**src/rtl/if_stage.sv**
```systemverilog
// Instruction-fetch stage: owns the PC, the IF/ID register and the imem request.
// Ports: clk/rst (sync, active-high); stall/flush/PCSrc + redirect targets from
//   ID/hazard logic; imemAddr/imemReq/imemInst/imemReady to instruction memory;
//   ifidInst/ifidPC4/ifidValid to decode; pc and fetchCount for observation.
module if_stage #(
    parameter logic [31:0] RESET_PC = 32'h0000_0000,
    parameter logic [31:0] NOP_INST = 32'h0000_0000
) (
    input  logic        clk,
    input  logic        rst,
    input  logic        stall,
    input  logic        flush,
    input  logic [1:0]  PCSrc,
    input  logic [31:0] branchTarget,
    input  logic [25:0] jumpIndex,
    input  logic [31:0] jrTarget,
    input  logic [31:0] idPC4,
    output logic [31:0] imemAddr,
    output logic        imemReq,
    input  logic [31:0] imemInst,
    input  logic        imemReady,
    output logic [31:0] ifidInst,
    output logic [31:0] ifidPC4,
    output logic        ifidValid,
    output logic [31:0] pc,
    output logic [31:0] fetchCount
);

    typedef enum logic [1:0] {
        BOOT = 2'd0,
        RUN  = 2'd1,
        MISS = 2'd2
    } state_t;

    state_t      state, state_n;
    logic        redirectPending, pending_n;
    logic [31:0] redirectPC, rpc_n;
    logic [31:0] pc_n, inst_n, pc4_n, cnt_n;
    logic        valid_n;
    logic [31:0] pc_plus4;
    logic [31:0] target;
    logic        redirect;

    assign pc_plus4 = pc + 32'd4;
    assign redirect = (PCSrc != 2'b00);
    assign imemAddr = pc;
    assign imemReq  = (state != BOOT);

    always_comb begin
        target = pc_plus4;
        unique case (PCSrc)
            2'b01:   target = branchTarget;
            2'b10:   target = {idPC4[31:28], jumpIndex, 2'b00};
            2'b11:   target = jrTarget;
            default: target = pc_plus4;
        endcase
    end

    always_comb begin
        state_n   = state;
        pc_n      = pc;
        inst_n    = ifidInst;
        pc4_n     = ifidPC4;
        valid_n   = ifidValid;
        cnt_n     = fetchCount;
        pending_n = redirectPending;
        rpc_n     = redirectPC;

        unique case (state)
            BOOT: begin
                inst_n  = NOP_INST;
                valid_n = 1'b0;
                state_n = RUN;
            end
            RUN: begin
                if (!stall) begin
                    if (redirect) begin
                        pc_n    = target;
                        inst_n  = NOP_INST;
                        valid_n = 1'b0;
                    end else if (imemReady) begin
                        pc_n  = pc_plus4;
                        pc4_n = pc_plus4;
                        if (flush) begin
                            inst_n  = NOP_INST;
                            valid_n = 1'b0;
                        end else begin
                            inst_n  = imemInst;
                            valid_n = 1'b1;
                            cnt_n   = fetchCount + 32'd1;
                        end
                    end else begin
                        inst_n  = NOP_INST;
                        valid_n = 1'b0;
                        state_n = MISS;
                    end
                end
            end
            MISS: begin
                if (!stall) begin
                    if (imemReady) begin
                        state_n = RUN;
                        if (redirectPending || redirect) begin
                            // The live redirect is newer than any pending one.
                            pc_n      = redirect ? target : redirectPC;
                            pending_n = 1'b0;
                            inst_n    = NOP_INST;
                            valid_n   = 1'b0;
                        end else begin
                            pc_n  = pc_plus4;
                            pc4_n = pc_plus4;
                            if (flush) begin
                                inst_n  = NOP_INST;
                                valid_n = 1'b0;
                            end else begin
                                inst_n  = imemInst;
                                valid_n = 1'b1;
                                cnt_n   = fetchCount + 32'd1;
                            end
                        end
                    end else begin
                        // Address must stay put; remember the redirect instead.
                        inst_n  = NOP_INST;
                        valid_n = 1'b0;
                        if (redirect) begin
                            pending_n = 1'b1;
                            rpc_n     = target;
                        end
                    end
                end
            end
            default: begin
                state_n = BOOT;
            end
        endcase
    end

    always_ff @(posedge clk) begin
        if (rst) begin
            state           <= BOOT;
            pc              <= RESET_PC;
            ifidInst        <= NOP_INST;
            ifidPC4         <= 32'd0;
            ifidValid       <= 1'b0;
            fetchCount      <= 32'd0;
            redirectPending <= 1'b0;
            redirectPC      <= 32'd0;
        end else begin
            state           <= state_n;
            pc              <= pc_n;
            ifidInst        <= inst_n;
            ifidPC4         <= pc4_n;
            ifidValid       <= valid_n;
            fetchCount      <= cnt_n;
            redirectPending <= pending_n;
            redirectPC      <= rpc_n;
        end
    end

endmodule

```
**config.mk**
```make
export PLATFORM = sky130hd
export DESIGN_NAME = if_stage
export DESIGN_NICKNAME = d
export VERILOG_FILES = /design/src/rtl/if_stage.sv
export SDC_FILE = /design/constraint.sdc
export NUM_CORES = 1
export LEC_CHECK = 0
export BUFFER_PORTS_ARGS = -buffer_cell sky130_fd_sc_hd__buf_2
export CORE_ASPECT_RATIO = 2
export CORE_MARGIN = 8
export CORE_UTILIZATION = 50
export CTS_BUF_LIST = sky130_fd_sc_hd__clkbuf_16
export DETAILED_ROUTE_END_ITERATION = 10
export PLACE_DENSITY = 0.81
export SETUP_SLACK_MARGIN = 0.02
export SYNTH_ARGS = -nofsm -noshare
export SYNTH_HDL_FRONTEND = slang
export SYNTH_SLANG_ARGS = --single-unit
export TNS_END_PERCENT = 50
```
**constraint.sdc**
```tcl
create_clock -name clk -period 3.05 [get_ports clk]
set_input_delay 0.1525 -clock clk [delete_from_list [all_inputs] [get_ports clk]]
set_output_delay 0.1525 -clock clk [all_outputs]
set_load 0.01 [all_outputs]
```
==> summary by stage <==
Floorplanning
For this configuration, the core starts out at a cell density of 0.504. During I/O placement, the number of pins put on the boundary was around 320. The floorplan has 68 rows.

The core region is between 0.015 and 0.02 sq mm. The overall die height is ~200 um. The floorplan step set the die width to around 110 um. The die covers around 0.022 sq mm.

Timing
The tightest hold path in the finished design has a slack of approximately 0.018 ns. Setup repair after global routing left no endpoint under its margin. The relative slew slack is 0.422. The hold violation count in the final report is 0.

The slew at the pin closest to its max-slew limit is between 0.8 and 0.9 ns. Across the routed clock network, the largest skew measured is around 0.011 ns. For this run, the top clock speed supported by timing is approximately 370 MHz. The post-route fraction of the period consumed by the critical path is 0.894.

The count of final setup violators is 0. The worst setup margin is around 0.32 ns. The final max-slew violation count is 0. Adding up every negative setup slack in the final design gives 0 ns. The time the final worst path needs with I/O delays and setup is approximately 2.7 ns.

GRT
The number of global-route vias before repair was 8481. The first global-routing pass estimated 43600 um of wire. Entering global routing, the biggest net connects 95 pins. The number of antenna violations at the first check in global routing is 0.

The global-route congestion overflow total is 0. For this run, the total global-route usage over all layers was measured as 0.245.

Synthesis
The async set or reset register ratio after synthesis is 0. Synthesis inferred roughly 160 register bits. sky130_fd_sc_hd__dfxtp_1 is the most common cell in the netlist. In the post-synthesis netlist, the biggest area contributors are sky130_fd_sc_hd__dfxtp_1 (38%), sky130_fd_sc_hd__nor2_1 (6.1%), sky130_fd_sc_hd__a21oi_1 (5.7%).

The post-synthesis cell area is around 0.0086 sq mm. The share of synthesized area in the top cell type comes to 0.383. The Yosys step of the flow raised 0 warnings. The count of cell types in the netlist is 61. In the synthesized netlist, the cells that appear most often are sky130_fd_sc_hd__dfxtp_1 (164), sky130_fd_sc_hd__nor2_1 (140), sky130_fd_sc_hd__a21oi_1 (97).

Each instance of the synthesized netlist takes up on average ~8.2 sq um. The sequential area share after synthesis is 0.383. The cell count after synthesis came out at 1047. The most used flip-flop cell after synthesis is sky130_fd_sc_hd__dfxtp_1. The number of flops mapped to enable cells by yosys is 0.

The number of nets in the synthesized netlist is 1214. The largest area contributor in the netlist is sky130_fd_sc_hd__dfxtp_1.

Setup path
In this run the worst path has a maximum fanout of 21. The arrival time at the worst endpoint is around 3.1 ns. The category of the worst setup path launch point is a flop.

The endpoint type of the worst setup path is a flop. The required time of the worst setup path is around 3.4 ns. The critical path is of the reg -> reg type.

Route
The total number of vias is around 8900. The detailed router finished its first iteration with approximately 690 violations. In the routed layout, each cell is associated on average with a via count of 5.86.

The DRC violations left is 0. The final wirelength is around 28000 um. Dividing the detail-routed wire length by the instance count gives approximately 18 um. The pre-antenna-repair detailed-routing pass consisted of 5 iterations. The antenna violation net count after detailed routing is 0.

Place
The number of cells in the design after placement is 1461. The worst slack at placement is about 0.36 ns. Summed over all nets, the half-perimeter wirelength after detailed placement is ~20000 um. The final estimated routing congestion in global placement is roughly 0.88.

Port buffering added slightly below 300 buffers.

Clocking
The worst-skew pair later-pin latency is around 0.42 ns. The total CTS buffers is 17. Once the clock tree was built, the resizer swapped 0 gates to a different size. The H-tree was split into 4 levels. The root buffer cell chosen for the clock tree is sky130_fd_sc_hd__clkbuf_16.

The clock slew at the register clock pins of the worst setup and hold paths is 0.07 ns. In this run the deepest clock path goes through 2 buffers. TritonCTS built the clock tree. The total clock sinks is ~160.

Power
The total power per unit cell area is around 460 mW/mm^2. The worst-case vdd ir drop is 350 uV. The leakage power is between 4 and 5 nW.

Min path
The classification of the worst-slack hold path is in -> reg.

Finish
Of the cells placed in the final design, the portion with a size suffix greater than 1 is 0.292. The signed area change from the synthesized netlist to the final layout is 26.3%. In the final design database the tool counted 1467 nets.

The core occupancy in the finished layout is 0.636. The layout filler cell count is around 1500. 0 antenna diodes ended up in the layout. The final cell count without fillers is between 1500 and 2000.

Flow run
Max-cap violations in this run came to 0.

Status
The flow ran to the end, and the final reports show no timing, DRC or antenna violations.
## cells by family (layout without fill, tap and decap cells)
logic type	Yosys count	count (layout)	synth area share
xor gates and xnor gates	36	36	0.0368
adders and majority gates	6	6	0.00876
and+or+nand+nor	359	359	0.201
DFF	164	164	0.383
muxes	45	45	0.0627
AOI/OAI and AO/OA	305	305	0.232
buffers and inverters	132	398	0.0757
## per-layer routing
layer	up-vias	track usage	share of wire
met5	-	0	0
met4	0	0.0876	0.022
met3	47	0.0779	0.11
met2	497	0.396	0.47
met1	4091	0.296	0.40
li1	4288	-	-
## critical path: stages (launching register included)
cell                       delay, ns
sky130_fd_sc_hd__dfxtp_1        0.40
sky130_fd_sc_hd__inv_1          0.08
sky130_fd_sc_hd__ha_1           0.41
sky130_fd_sc_hd__a221oi_4       0.68
sky130_fd_sc_hd__nand4_4        0.34
sky130_fd_sc_hd__or4_1          0.59
sky130_fd_sc_hd__a21oi_1        0.15
## cells in the final DEF, fill, tap and decap left out, types with 4 or more instances in the layout
cell                            netlist  layout
sky130_fd_sc_hd__dfxtp_1            164     164
sky130_fd_sc_hd__o21ai_0             54      54
sky130_fd_sc_hd__and3_1              14      14
sky130_fd_sc_hd__inv_1               18      21
sky130_fd_sc_hd__a211oi_1            41      40
sky130_fd_sc_hd__nor2_1             140     139
sky130_fd_sc_hd__nor4_1               9       8
sky130_fd_sc_hd__nand3b_1             4       4
sky130_fd_sc_hd__or3_1               18      18
sky130_fd_sc_hd__dlygate4sd3_1        0      30
sky130_fd_sc_hd__o31ai_1              9       9
sky130_fd_sc_hd__xnor2_1             22      22
sky130_fd_sc_hd__o31a_1               4       4
sky130_fd_sc_hd__a22oi_1             45      45
sky130_fd_sc_hd__clkinvlp_4           0       5
sky130_fd_sc_hd__nor3_1              18      18
sky130_fd_sc_hd__and2_1               5       5
sky130_fd_sc_hd__nand4_1             20      20
sky130_fd_sc_hd__mux4_2               5       5
sky130_fd_sc_hd__buf_4               34      23
sky130_fd_sc_hd__and4_1               4       4
sky130_fd_sc_hd__nand2_1             76      76
sky130_fd_sc_hd__clkbuf_16            0      17
sky130_fd_sc_hd__or4_1               12      12
sky130_fd_sc_hd__mux2i_1             20      20
sky130_fd_sc_hd__a22o_1               8       8
sky130_fd_sc_hd__mux2_2              20      20
sky130_fd_sc_hd__nor2b_1              4       4
sky130_fd_sc_hd__a21oi_1             97      97
sky130_fd_sc_hd__buf_2                3     293
sky130_fd_sc_hd__ha_1                 6       6
sky130_fd_sc_hd__nand3_1             23      23
sky130_fd_sc_hd__o32ai_1              7       7
sky130_fd_sc_hd__xor2_1              14      14
sky130_fd_sc_hd__a31oi_1              6       6
## final timing paths
path | start | slack [ns] | end | cells past startpoint
max | state[0] | 0.32 | fetchCount[24] | 6
min | imemInst[4] | 0.02 | ifidInst[4] | 3
max reg2reg | state[0] | 0.32 | fetchCount[24] | 6
min reg2reg | ifidPC4[1] | 0.45 | ifidPC4[1] | 2
## report_power, final
part           internal (mW)  switching (mW)
registers               2.19          0.0717
logic                  0.296           0.383
clock network           1.20           0.893
total                   3.68            1.35
## sequential cells by signal, indices dropped and copies added (netlist names)
signal / count
fetchCount: 32
ifidInst: 32
ifidPC4: 32
imemAddr: 32
redirectPC: 32
state: 2
ifidValid: 1
redirectPending: 1
## stage by stage
step | total power, mW | cell area, sq um
after floorplan | 2.70 | 8570
after global placement | 2.93 | 9960
after detailed placement | 2.95 | 9960
after CTS | 5.05 | 10800
after global routing | 5.21 | 10800
final | 5.03 | 10800
## what timing repair did
action                    4_1_cts  5_1_grt
buffers inserted                0        0
hold endpoints to repair       30        0
hold buffers                   30        0
## cell type report
cell class              instances  area (sq um)  area share
multi-input cells             751          4660       0.431
flip-flops and latches        164          3280       0.303
inverters                      18          67.6     0.00624
clock inverters                15           144      0.0133
well taps                     210           263      0.0243
clock buffers                  17           425      0.0393
repair buffers                348          1980       0.183
Note: power is estimated with default switching activity, not from simulation.
